--- config.mk ---
export PLATFORM = sky130hd
export DESIGN_NAME = bfp_to_bf16_stream
export DESIGN_NICKNAME = d
export VERILOG_FILES = /design/src/rtl/bfp_pkg.sv /design/src/rtl/bfp_lane_normalizer.sv /design/src/rtl/bfp_to_bf16_stream.sv
export SDC_FILE = /design/constraint.sdc
export NUM_CORES = 2
export LEC_CHECK = 0
export BUFFER_PORTS_ARGS = -buffer_cell sky130_fd_sc_hd__buf_2
export CAP_MARGIN = 20
export CORE_UTILIZATION = 40
export DETAILED_ROUTE_END_ITERATION = 6
export PLACE_DENSITY = 0.69
export SLEW_MARGIN = 25
export SYNTH_ARGS = -nofsm -noshare
export SYNTH_HDL_FRONTEND = slang
export SYNTH_HIERARCHICAL = 1
export SYNTH_SLANG_ARGS = --single-unit
--- constraint.sdc ---
create_clock -name clk -period 2.49 [get_ports clk]
set_clock_uncertainty 0.15 [all_clocks]
set_input_delay 0.498 -clock clk [delete_from_list [all_inputs] [get_ports clk]]
set_output_delay 0.498 -clock clk [all_outputs]
set_load 0.005 [all_outputs]
--- src/rtl/bfp_pkg.sv ---
// Shared types and constants for the streaming BFP -> BF16 unpacker.
package bfp_pkg;

    // Packed BF16 word layout, MSB first.
    typedef struct packed {
        logic       sign;
        logic [7:0] exp;
        logic [6:0] frac;
    } bf16_t;

    localparam int          BF16_EXP_MAX       = 255;
    localparam logic [15:0] BF16_MAX_FINITE    = 16'h7F7F;
    localparam logic [15:0] BF16_INF           = 16'h7F80;
    localparam int          BFP_STREAM_LATENCY = 4;

endpackage

--- src/rtl/bfp_lane_normalizer.sv ---
// One lane of the unpacker: magnitude/sign split, leading-zero count,
// normalisation, then rounding and BF16 classification. Four register
// stages share a single enable so every lane stalls in lockstep.
module bfp_lane_normalizer
    import bfp_pkg::*;
#(
    parameter int    EXPONENT_SIZE = 8,
    parameter int    MANTISSA_SIZE = 8,
    parameter int    EXP_OFFSET    = 7,
    parameter bit    ROUND_RNE     = 1'b1,
    parameter bit    SATURATE      = 1'b1,
    parameter string FAMILY        = "S10"
) (
    input  logic                     clk,
    input  logic                     rst,
    input  logic                     en,
    input  logic [EXPONENT_SIZE-1:0] in_shared_exp,
    input  logic [MANTISSA_SIZE-1:0] in_mant,
    output logic [15:0]              out_word,
    output logic                     out_sat,
    output logic                     out_ftz
);

    localparam int M   = MANTISSA_SIZE;
    localparam int EW  = EXPONENT_SIZE + 2;   // biased block exponent
    localparam int XW  = EW + 1;              // headroom for -lz and rounding carry
    localparam int LZW = $clog2(M + 1);
    localparam int FB  = M - 1;               // fraction bits below the implicit one

    localparam logic signed [EW-1:0] OFFSET_EW = EW'(EXP_OFFSET);
    localparam logic signed [XW-1:0] ONE_X     = XW'(1);
    localparam logic signed [XW-1:0] ZERO_X    = '0;
    localparam logic signed [XW-1:0] EXP_MAX_X = XW'(BF16_EXP_MAX);
    localparam logic [15:0]          OVF_WORD  = SATURATE ? BF16_MAX_FINITE : BF16_INF;

    // Stage 1
    logic                 sign_s1_q, sign_s1_d;
    logic [M-1:0]         mag_s1_q, mag_s1_d;
    logic signed [EW-1:0] e_base_s1_q, e_base_s1_d;
    // Stage 2
    logic                 sign_s2_q;
    logic [M-1:0]         mag_s2_q;
    logic signed [EW-1:0] e_base_s2_q;
    logic [LZW-1:0]       lz_s2_q, lz_s2_d;
    // Stage 3
    logic                 sign_s3_q;
    logic                 zero_s3_q, zero_s3_d;
    logic [FB-1:0]        frac_s3_q, frac_s3_d;
    logic signed [XW-1:0] e_s3_q, e_s3_d;
    // Stage 4
    bf16_t                word_q, word_d;
    logic                 sat_q, sat_d;
    logic                 ftz_q, ftz_d;

    // Rounding helpers
    logic [6:0]           frac_raw;
    logic                 guard;
    logic                 sticky;
    logic                 round_up;
    logic                 carry;
    logic [6:0]           frac_rnd;
    logic signed [XW-1:0] e_rnd;

    // S1: split sign and magnitude; the most negative code maps to 2^(M-1) exactly.
    always_comb begin
        sign_s1_d   = in_mant[M-1];
        mag_s1_d    = in_mant[M-1] ? (~in_mant + M'(1)) : in_mant;
        e_base_s1_d = $signed({2'b00, in_shared_exp}) + OFFSET_EW;
    end

    // S2: leading-zero count over M bits (M for a zero magnitude).
    generate
        if (FAMILY == "A10") begin : g_lzc_a10
            logic seen;
            // MSB-first scan that stops at the first set bit.
            always_comb begin
                seen    = 1'b0;
                lz_s2_d = LZW'(M);
                for (int i = M - 1; i >= 0; i--) begin
                    if (!seen && mag_s1_q[i]) begin
                        lz_s2_d = LZW'(M - 1 - i);
                        seen    = 1'b1;
                    end
                end
            end
        end else begin : g_lzc_s10
            // LSB-first priority chain; the highest set bit wins last.
            always_comb begin
                lz_s2_d = LZW'(M);
                for (int i = 0; i < M; i++) begin
                    if (mag_s1_q[i]) lz_s2_d = LZW'(M - 1 - i);
                end
            end
        end
    endgenerate

    // S3: normalise so the implicit one sits at the MSB (dropped), adjust exponent.
    always_comb begin
        frac_s3_d = (M - 1)'(mag_s2_q << lz_s2_q);
        zero_s3_d = (mag_s2_q == '0);
        e_s3_d    = $signed({e_base_s2_q[EW-1], e_base_s2_q})
                  - $signed({{(XW - LZW){1'b0}}, lz_s2_q}) + ONE_X;
    end

    // S4 fraction extraction: top seven bits, plus guard/sticky when rounding wide mantissas.
    generate
        if (FB >= 7) begin : g_frac_wide
            assign frac_raw = frac_s3_q[FB-1 -: 7];
            if (ROUND_RNE && (FB > 7)) begin : g_rne
                assign guard = frac_s3_q[FB-8];
                if (FB > 8) begin : g_sticky
                    assign sticky = |frac_s3_q[FB-9:0];
                end else begin : g_no_sticky
                    assign sticky = 1'b0;
                end
            end else begin : g_trunc
                assign guard  = 1'b0;
                assign sticky = 1'b0;
                if (FB > 7) begin : g_drop
                    logic unused_low_bits;
                    assign unused_low_bits = ^frac_s3_q[FB-8:0];
                end
            end
        end else begin : g_frac_narrow
            assign frac_raw = {frac_s3_q, {(7 - FB){1'b0}}};
            assign guard    = 1'b0;
            assign sticky   = 1'b0;
        end
    endgenerate

    // S4: round-to-nearest-even, then classify zero / flush / overflow / normal.
    always_comb begin
        round_up          = guard & (sticky | frac_raw[0]);
        {carry, frac_rnd} = {1'b0, frac_raw} + {7'd0, round_up};
        e_rnd             = e_s3_q + $signed({{(XW - 1){1'b0}}, carry});
        word_d            = '0;
        sat_d             = 1'b0;
        ftz_d             = 1'b0;
        if (zero_s3_q) begin
            word_d = '0;
        end else if (e_rnd <= ZERO_X) begin
            word_d.sign = sign_s3_q;
            ftz_d       = 1'b1;
        end else if (e_rnd >= EXP_MAX_X) begin
            word_d = bf16_t'({sign_s3_q, OVF_WORD[14:0]});
            sat_d  = 1'b1;
        end else begin
            word_d.sign = sign_s3_q;
            word_d.exp  = e_rnd[7:0];
            word_d.frac = frac_rnd;
        end
    end

    // All lane stages advance together on en; reset clears every stage.
    always_ff @(posedge clk) begin
        if (rst) begin
            sign_s1_q   <= 1'b0;
            mag_s1_q    <= '0;
            e_base_s1_q <= '0;
            sign_s2_q   <= 1'b0;
            mag_s2_q    <= '0;
            e_base_s2_q <= '0;
            lz_s2_q     <= '0;
            sign_s3_q   <= 1'b0;
            zero_s3_q   <= 1'b0;
            frac_s3_q   <= '0;
            e_s3_q      <= '0;
            word_q      <= '0;
            sat_q       <= 1'b0;
            ftz_q       <= 1'b0;
        end else if (en) begin
            sign_s1_q   <= sign_s1_d;
            mag_s1_q    <= mag_s1_d;
            e_base_s1_q <= e_base_s1_d;
            sign_s2_q   <= sign_s1_q;
            mag_s2_q    <= mag_s1_q;
            e_base_s2_q <= e_base_s1_q;
            lz_s2_q     <= lz_s2_d;
            sign_s3_q   <= sign_s2_q;
            zero_s3_q   <= zero_s3_d;
            frac_s3_q   <= frac_s3_d;
            e_s3_q      <= e_s3_d;
            word_q      <= word_d;
            sat_q       <= sat_d;
            ftz_q       <= ftz_d;
        end
    end

    assign out_word = word_q;
    assign out_sat  = sat_q;
    assign out_ftz  = ftz_q;

endmodule

--- src/rtl/bfp_to_bf16_stream.sv ---
// Streaming BFP block -> NUM packed BF16 words with valid/ready flow control.
// Holds the valid/last control pipeline, per-beat flag reduction and the
// saturation beat counter; the datapath lives in the per-lane normalisers.
module bfp_to_bf16_stream
    import bfp_pkg::*;
#(
    parameter int    NUM           = 16,
    parameter int    EXPONENT_SIZE = 8,
    parameter int    MANTISSA_SIZE = 8,
    parameter int    EXP_OFFSET    = 7,
    parameter bit    ROUND_RNE     = 1'b1,
    parameter bit    SATURATE      = 1'b1,
    parameter string FAMILY        = "S10"
) (
    input  logic                             clk,
    input  logic                             rst,
    input  logic                             in_valid,
    output logic                             in_ready,
    input  logic [EXPONENT_SIZE-1:0]         in_shared_exp,
    input  logic [NUM*MANTISSA_SIZE-1:0]     in_sdata,
    input  logic                             in_last,
    output logic                             out_valid,
    input  logic                             out_ready,
    output logic [NUM*16-1:0]                out_bf16,
    output logic                             out_last,
    output logic                             out_sat,
    output logic                             out_ftz,
    output logic [31:0]                      sat_count
);

    localparam int LAT = BFP_STREAM_LATENCY;

    logic           en;
    logic [LAT-1:0] valid_q, valid_d;
    logic [LAT-1:0] last_q, last_d;
    logic [NUM-1:0] lane_sat;
    logic [NUM-1:0] lane_ftz;
    logic [31:0]    sat_count_q, sat_count_d;

    // The whole pipeline moves whenever the output slot is empty or being taken.
    assign en        = ~out_valid | out_ready;
    assign in_ready  = en;
    assign out_valid = valid_q[LAT-1];
    assign out_last  = last_q[LAT-1];

    generate
        for (genvar gi = 0; gi < NUM; gi++) begin : g_lane
            bfp_lane_normalizer #(
                .EXPONENT_SIZE (EXPONENT_SIZE),
                .MANTISSA_SIZE (MANTISSA_SIZE),
                .EXP_OFFSET    (EXP_OFFSET),
                .ROUND_RNE     (ROUND_RNE),
                .SATURATE      (SATURATE),
                .FAMILY        (FAMILY)
            ) u_lane (
                .clk           (clk),
                .rst           (rst),
                .en            (en),
                .in_shared_exp (in_shared_exp),
                .in_mant       (in_sdata[gi*MANTISSA_SIZE +: MANTISSA_SIZE]),
                .out_word      (out_bf16[gi*16 +: 16]),
                .out_sat       (lane_sat[gi]),
                .out_ftz       (lane_ftz[gi])
            );
        end
    endgenerate

    // Lane flags from bubbles are meaningless, so qualify the reduction with out_valid.
    assign out_sat = out_valid & (|lane_sat);
    assign out_ftz = out_valid & (|lane_ftz);

    // Shift valid and last (last only on real beats) alongside the lane data.
    always_comb begin
        valid_d = valid_q;
        last_d  = last_q;
        if (en) begin
            valid_d = {valid_q[LAT-2:0], in_valid};
            last_d  = {last_q[LAT-2:0], in_valid & in_last};
        end
    end

    // Count accepted saturated beats, sticking at all-ones.
    always_comb begin
        sat_count_d = sat_count_q;
        if (out_valid && out_ready && out_sat && (sat_count_q != 32'hFFFF_FFFF)) begin
            sat_count_d = sat_count_q + 32'd1;
        end
    end

    // Control and counter registers.
    always_ff @(posedge clk) begin
        if (rst) begin
            valid_q     <= '0;
            last_q      <= '0;
            sat_count_q <= '0;
        end else begin
            valid_q     <= valid_d;
            last_q      <= last_d;
            sat_count_q <= sat_count_d;
        end
    end

    assign sat_count = sat_count_q;

endmodule

# Word level (Yosys, flattened, before mapping)
# Cells that the tools add are included.
# W data, S select, Z words.
dict set report classes {
  n_addsub 50
  n_mul 0
  div_mod_pow 0
  order_cmp 32
  eq_ne 1
  n_shift 16
  muxes 272
  n_bitwise 21
  n_reduce_logical 21
}
# op count
set op_table {}
lappend op_table {{$mux W4} 128}
lappend op_table {{$mux W15} 32}
lappend op_table {{$mux W16} 16}
lappend op_table {{$add A11 B2 Y11 const B} 16}
lappend op_table {{$ge A11 B9 Y1 const B} 16}
lappend op_table {{$le A11 B1 Y1 const B} 16}
lappend op_table {{$sub A10 B5 Y11} 16}
lappend op_table {{$add A8 B1 Y8 const B} 16}
lappend op_table {{$logic_not A8 Y1} 16}
lappend op_table {{$mux W8} 16}
lappend op_table {{$not A8 Y8} 16}
lappend op_table {{$shl A8 B4 Y7} 16}
lappend op_table {{$mux W1} 80}
lappend op_table {{$add A32 B1 Y32 const B} 1}
lappend op_table {{$ne A32 B32 Y1 const B} 1}
lappend op_table {{$reduce_or A16 Y1} 2}
lappend op_table {{$add A8 B3 Y9 const B} 1}
lappend op_table {{$and A1 B1 Y1} 3}
lappend op_table {{$logic_and A1 B1 Y1} 3}
lappend op_table {{$not A1 Y1} 1}
lappend op_table {{$or A1 B1 Y1} 1}
dict set report word_totals {
  register_bits 1020
  latchBits 0
  ramBits 0
  rom_bits 0
  input_bits 141
  output_inout_bits 293
  wordCells 642
  mem_count 0
}

# Logic depth before layout (Yosys ltp)
dict set report logic_depth {
  depth_word 8
  depth_mapped 11
  mapped_depth_nobuf 11
}

# By module
# The synthesis kept the hierarchy.
# module n_inst cells_each area_per_inst_um2 seq_area_each_um2
set by_module_without_submodules {}
lappend by_module_without_submodules {{bfp_lane_normalizer at g_lane[0].u_lane ...} 12 438 3844.9 1561.5}
lappend by_module_without_submodules {{bfp_lane_normalizer at g_lane[1].u_lane ...} 4 439 3744.8 1561.5}
lappend by_module_without_submodules {bfp_to_bf16_stream 1 250 2089.5 800.8}

# Least setup slack after synthesis
# No wires, ideal clock.
dict set report synth_timing {
  path_type {input port to flip-flop}
  from {input port out_ready}
  to {register g_lane[1].u_lane.e_s3_q[6]}
  setup_ns 0.122
  t_arrival_ns 2.320
  t_required_ns 2.218
  path_slack_ns -0.101
  path_stages 8
  path_buffers 2
  path_cell_list {nor2_1 clkinv_1 inv_1 clkbuf_1 clkbuf_1 nor2_1 nand4_1 nand3_1}
}
dict set report synth_via {
  elab_chain_len 1
}
# element line
set synth_lines {}
lappend synth_lines {{from (decl)} bfp_to_bf16_stream.sv:23} ;# input logic out_ready,
lappend synth_lines {{$or A1 B1 Y1} bfp_to_bf16_stream.sv:41} ;# assign en = ~out_valid | out_ready;
lappend synth_lines {{net in_ready} bfp_to_bf16_stream.sv:18} ;# output logic in_ready,
lappend synth_lines {{to (signal assigned)} bfp_lane_normalizer.sv:182} ;# e_s3_q <= e_s3_d;
lappend synth_lines {{to (decl)} bfp_lane_normalizer.sv:49} ;# logic signed [XW-1:0] e_s3_q, e_s3_d;
# The timed path passes the listed nets, and every way through them passes these cells.
# A chain may end at the register's enable or synchronous reset.

# Worst setup path in the final report
dict set report layout_timing {
  from {register g_lane[4].u_lane.sat_q}
  to {output port out_sat}
}
dict set report layout_via {
  elab_chain_len 2
}
# element line
set layout_lines {}
lappend layout_lines {{from (decl)} bfp_lane_normalizer.sv:52} ;# logic sat_q, sat_d;
lappend layout_lines {{from (signal assigned)} bfp_lane_normalizer.sv:184} ;# sat_q <= sat_d;
lappend layout_lines {{$reduce_or A16 Y1} bfp_to_bf16_stream.sv:69} ;# assign out_sat = out_valid & (|lane_sat);
lappend layout_lines {{$and A1 B1 Y1} bfp_to_bf16_stream.sv:69}
lappend layout_lines {{to (decl)} bfp_to_bf16_stream.sv:26} ;# output logic out_sat,
# No other way between the ends.

==> run summary <==
Buffer and inverter count on the worst path -> 1
CP Max Fanout -> 2
Maximum vdd ir drop -> 0.6790 mV
Root buf cell -> clkbuf_16
Gr usage total -> 20.38%
Slew @ Worst Pin -> 797.7 ps
Most frequent cell after synthesis -> dfxtp_1
Largest area contributor in the netlist -> dfxtp_1
CTS Sinks -> 1,288
CTS H-Tree Depth -> 4
Placed wire-length estimate -> 116,700 um
Critical path endpoint category -> output port
Die W -> 399.5 um
Clk buf depth -> 3
Vias in the first global route -> 51,209
First-pass GRT wire length -> 268,000 um
Slew Limit Fails -> 0
Syn nets -> 7,660
Setup crit start kind -> flip-flop
Synth area leaders -> dfxtp_1, mux2i_1, nor2_1
Flops & latches, synth -> 1,288
Fmax -> 375.3 MHz
Final Power -> 57.95 mW
Via density -> 5.401
Fin. Hold Viols -> 0
Vias -> 54,675
Kind of critical path -> flip-flop to output port
Worst-skew pair later-pin latency -> 790 ps
Final min period -> 2664 ps
Failing checks -> setup timing
CTS tree -> done
Die H -> 399.5 um
Core ar. -> 0.1566 mm2
Unrepaired setup endpoints after global routing -> yes
Fin area -> 0.07699 mm2
P_leak -> 33.76 nW
Gpl congestion -> 0.8886
Req. time, crit path -> 1840 ps
Max cap viols -> 0
Cell family with the largest share of critical-path delay -> flip-flops
Slew headroom -> 46.82%
Port bufs -> 433
Starting Density -> 40.37%
Full die area -> 0.1596 mm2
Worst Hold Class -> input pin to flip-flop
Clock-pin slew on the worst setup and hold paths -> 60 ps
Max incr delay on CP -> 430 ps
Synth async-reset ratio -> 0%
Crit path cell chain -> nor4_4 > a41oi_4 > buf_6
Post-synth top cells -> dfxtp_1, nor2_1, mux2i_1, inv_1, nand2_1
Initial antenna violation count -> 16
Share of the synthesized area in the top cell type -> 40.79%
Status -> complete, but fails checks
# IOs -> 434
Synth Flop Type -> dfxtp_1
# setup viols final -> 3
1st-iter DRT viols -> 3,416
# rows -> 145
Final WS setup -> -174.2 ps
Initial DRT Pass Iterations -> 5
Slowest cell on crit path -> dfxtp_1
Fin crit share -> 107.0%
Placed cell areas -> 0.06906 mm2
Total number of yosys warnings -> 6
Net count, final -> 8,340
Arr. time, crit path -> 2020 ps
Share of cells above drive strength 1 -> 17.49%
Pin count of the biggest net entering global routing -> 93
Mapped cell area -> 0.06321 mm2
Sequential area share after synthesis -> 40.79%
Number of nets with antenna violations after routing -> 0
Pwr per Cell Area -> 752.7 mW/mm2
Setup_tns -> -246.8 ps
DR DRC count -> 0
GRT Residual Overflow -> 0
Syn Inst Count -> 7,262
DR WL/cell -> 16.85 um
Post-synth EDFFs -> 0
Syn avg cell area -> 8.704 um2
Final WL -> 170,600 um
Total CTS buffers -> 146
P&R area growth vs syn -> 21.80%
Netlist cell types -> 69
[metal layers]
layer | GRT usage, % | wire [um] | up-vias
met4 | 7.293 | 5228 | 14
met5 | 0 | 81 | -
li1 | - | - | 27077
met1 | 26.43 | 76480 | 26012
met2 | 32.56 | 77680 | 1265
met3 | 5.229 | 11110 | 307
[final cells by class]
| type | instances | area [um2] |
|---|---|---|
| inverters | 472 | 1798 |
| multi-input cells | 5061 | 34450 |
| well taps | 2058 | 2575 |
| fillers | 14373 | 79580 |
| repair buffers | 969 | 7278 |
| diodes | 8 | 20.02 |
| repair inverters | 4 | 57.56 |
| clock buffers | 198 | 4060 |
| flip-flops and latches | 1288 | 25840 |
| clock inverters | 65 | 902.1 |
[metrics by stage]
step	util (%)	cells	hold WS [ps]	setup slack, ps
finish	49.17	10123	79.93	-174.2
global route	49.17	10121	29.99	-300.7
CTS	48.57	10088	2.377	-288.5
detailed placement	44.11	9635	295.4	-414.8
global placement	44.11	9635	290.6	-403.8
floorplan	-	7262	275.7	26.26
[worst reg2reg max path, delay by kind of cell, from the launching register on]
| kind | cells | cell delay [ps] |
|---|---|---|
| and+or+nand+nor | 3 | 840 |
| adders and majority gates | 3 | 730 |
| DFF | 1 | 340 |
| AOI/OAI and AO/OA | 2 | 260 |
| buffers and inverters | 3 | 150 |
[cell families after synthesis]
family          after synthesis  share of synthesized area [%]
flops                      1288                          40.79
xor+xnor                    177                          2.453
compound gates             1347                          14.64
fa+ha+maj                   257                          5.277
mux                         567                          9.670
buf+inv                     913                          5.826
simple gates               2713                          21.34
[flip-flops by register name, indices dropped and copies added, names as in the netlist]
signal                     count
g_lane.u_lane/sign_s2_q       16
g_lane.u_lane/out_sat         16
g_lane.u_lane/e_base_s1_q    144
g_lane.u_lane/lz_s2_q         64
last_q                         4
g_lane.u_lane/frac_raw       112
g_lane.u_lane/zero_s3_q       16
g_lane.u_lane/mag_s1_q       128
g_lane.u_lane/sign_s3_q       16
g_lane.u_lane/out_word       256
valid_q                        4
sat_count                     32
g_lane.u_lane/e_base_s2_q    144
g_lane.u_lane/mag_s2_q       128
g_lane.u_lane/out_ftz         16
g_lane.u_lane/sign_s1_q       16
g_lane.u_lane/e_s3_q         176
[final timing paths]
kind,start,endpoint,slack [ps],cells past startpoint
worst max-delay path,g_lane[4].u_lane/out_sat,out_sat,-170,3
worst min-delay path,in_sdata[5],g_lane[0].u_lane/mag_s1_q[5],80,3
worst max register to register,g_lane[14].u_lane/e_base_s2_q[1],g_lane[14].u_lane/e_s3_q[7],-30,11
worst min register to register,last_q[2],last_q[2],300,2
[report_power, final]
part / leakage, nW / internal (mW) / switching [mW]
sequential: 10.6 / 22.7 / 1.84
clock: 2.44 / 13.2 / 9.04
combinational: 20.7 / 5.15 / 5.99
total: 33.8 / 41.1 / 16.9
[cells in the final DEF (no fill, tap or decap), types with 83 or more instances in the layout]
cell and n:
buf_4 318, buf_2 426, dfxtp_1 1243, nor3b_1 112, xor2_1 97, clkbuf_16 149
nand2_1 369, mux2i_1 509, nor4_1 83, nor2_1 1149, o32ai_1 124, nand4_1 124
a21oi_1 346, dlygate4sd3_1 171, a211oi_1 340, nand3_1 188, o21ai_0 160, ha_1 195
inv_1 406, nand2b_1 264
[repair_timing]
action / 4_1_cts / 5_1_grt
endpoints found under the hold margin: 155 / 0
setup endpoints to repair: 31 / 140
pin swaps: 24 / 108
buffers inserted: 17 / 26
gates cloned: 4 / 2
gates resized for setup: 65 / 183
hold buffers: 171 / 0
No activity file was read; power rests on OpenSTA's default activity.
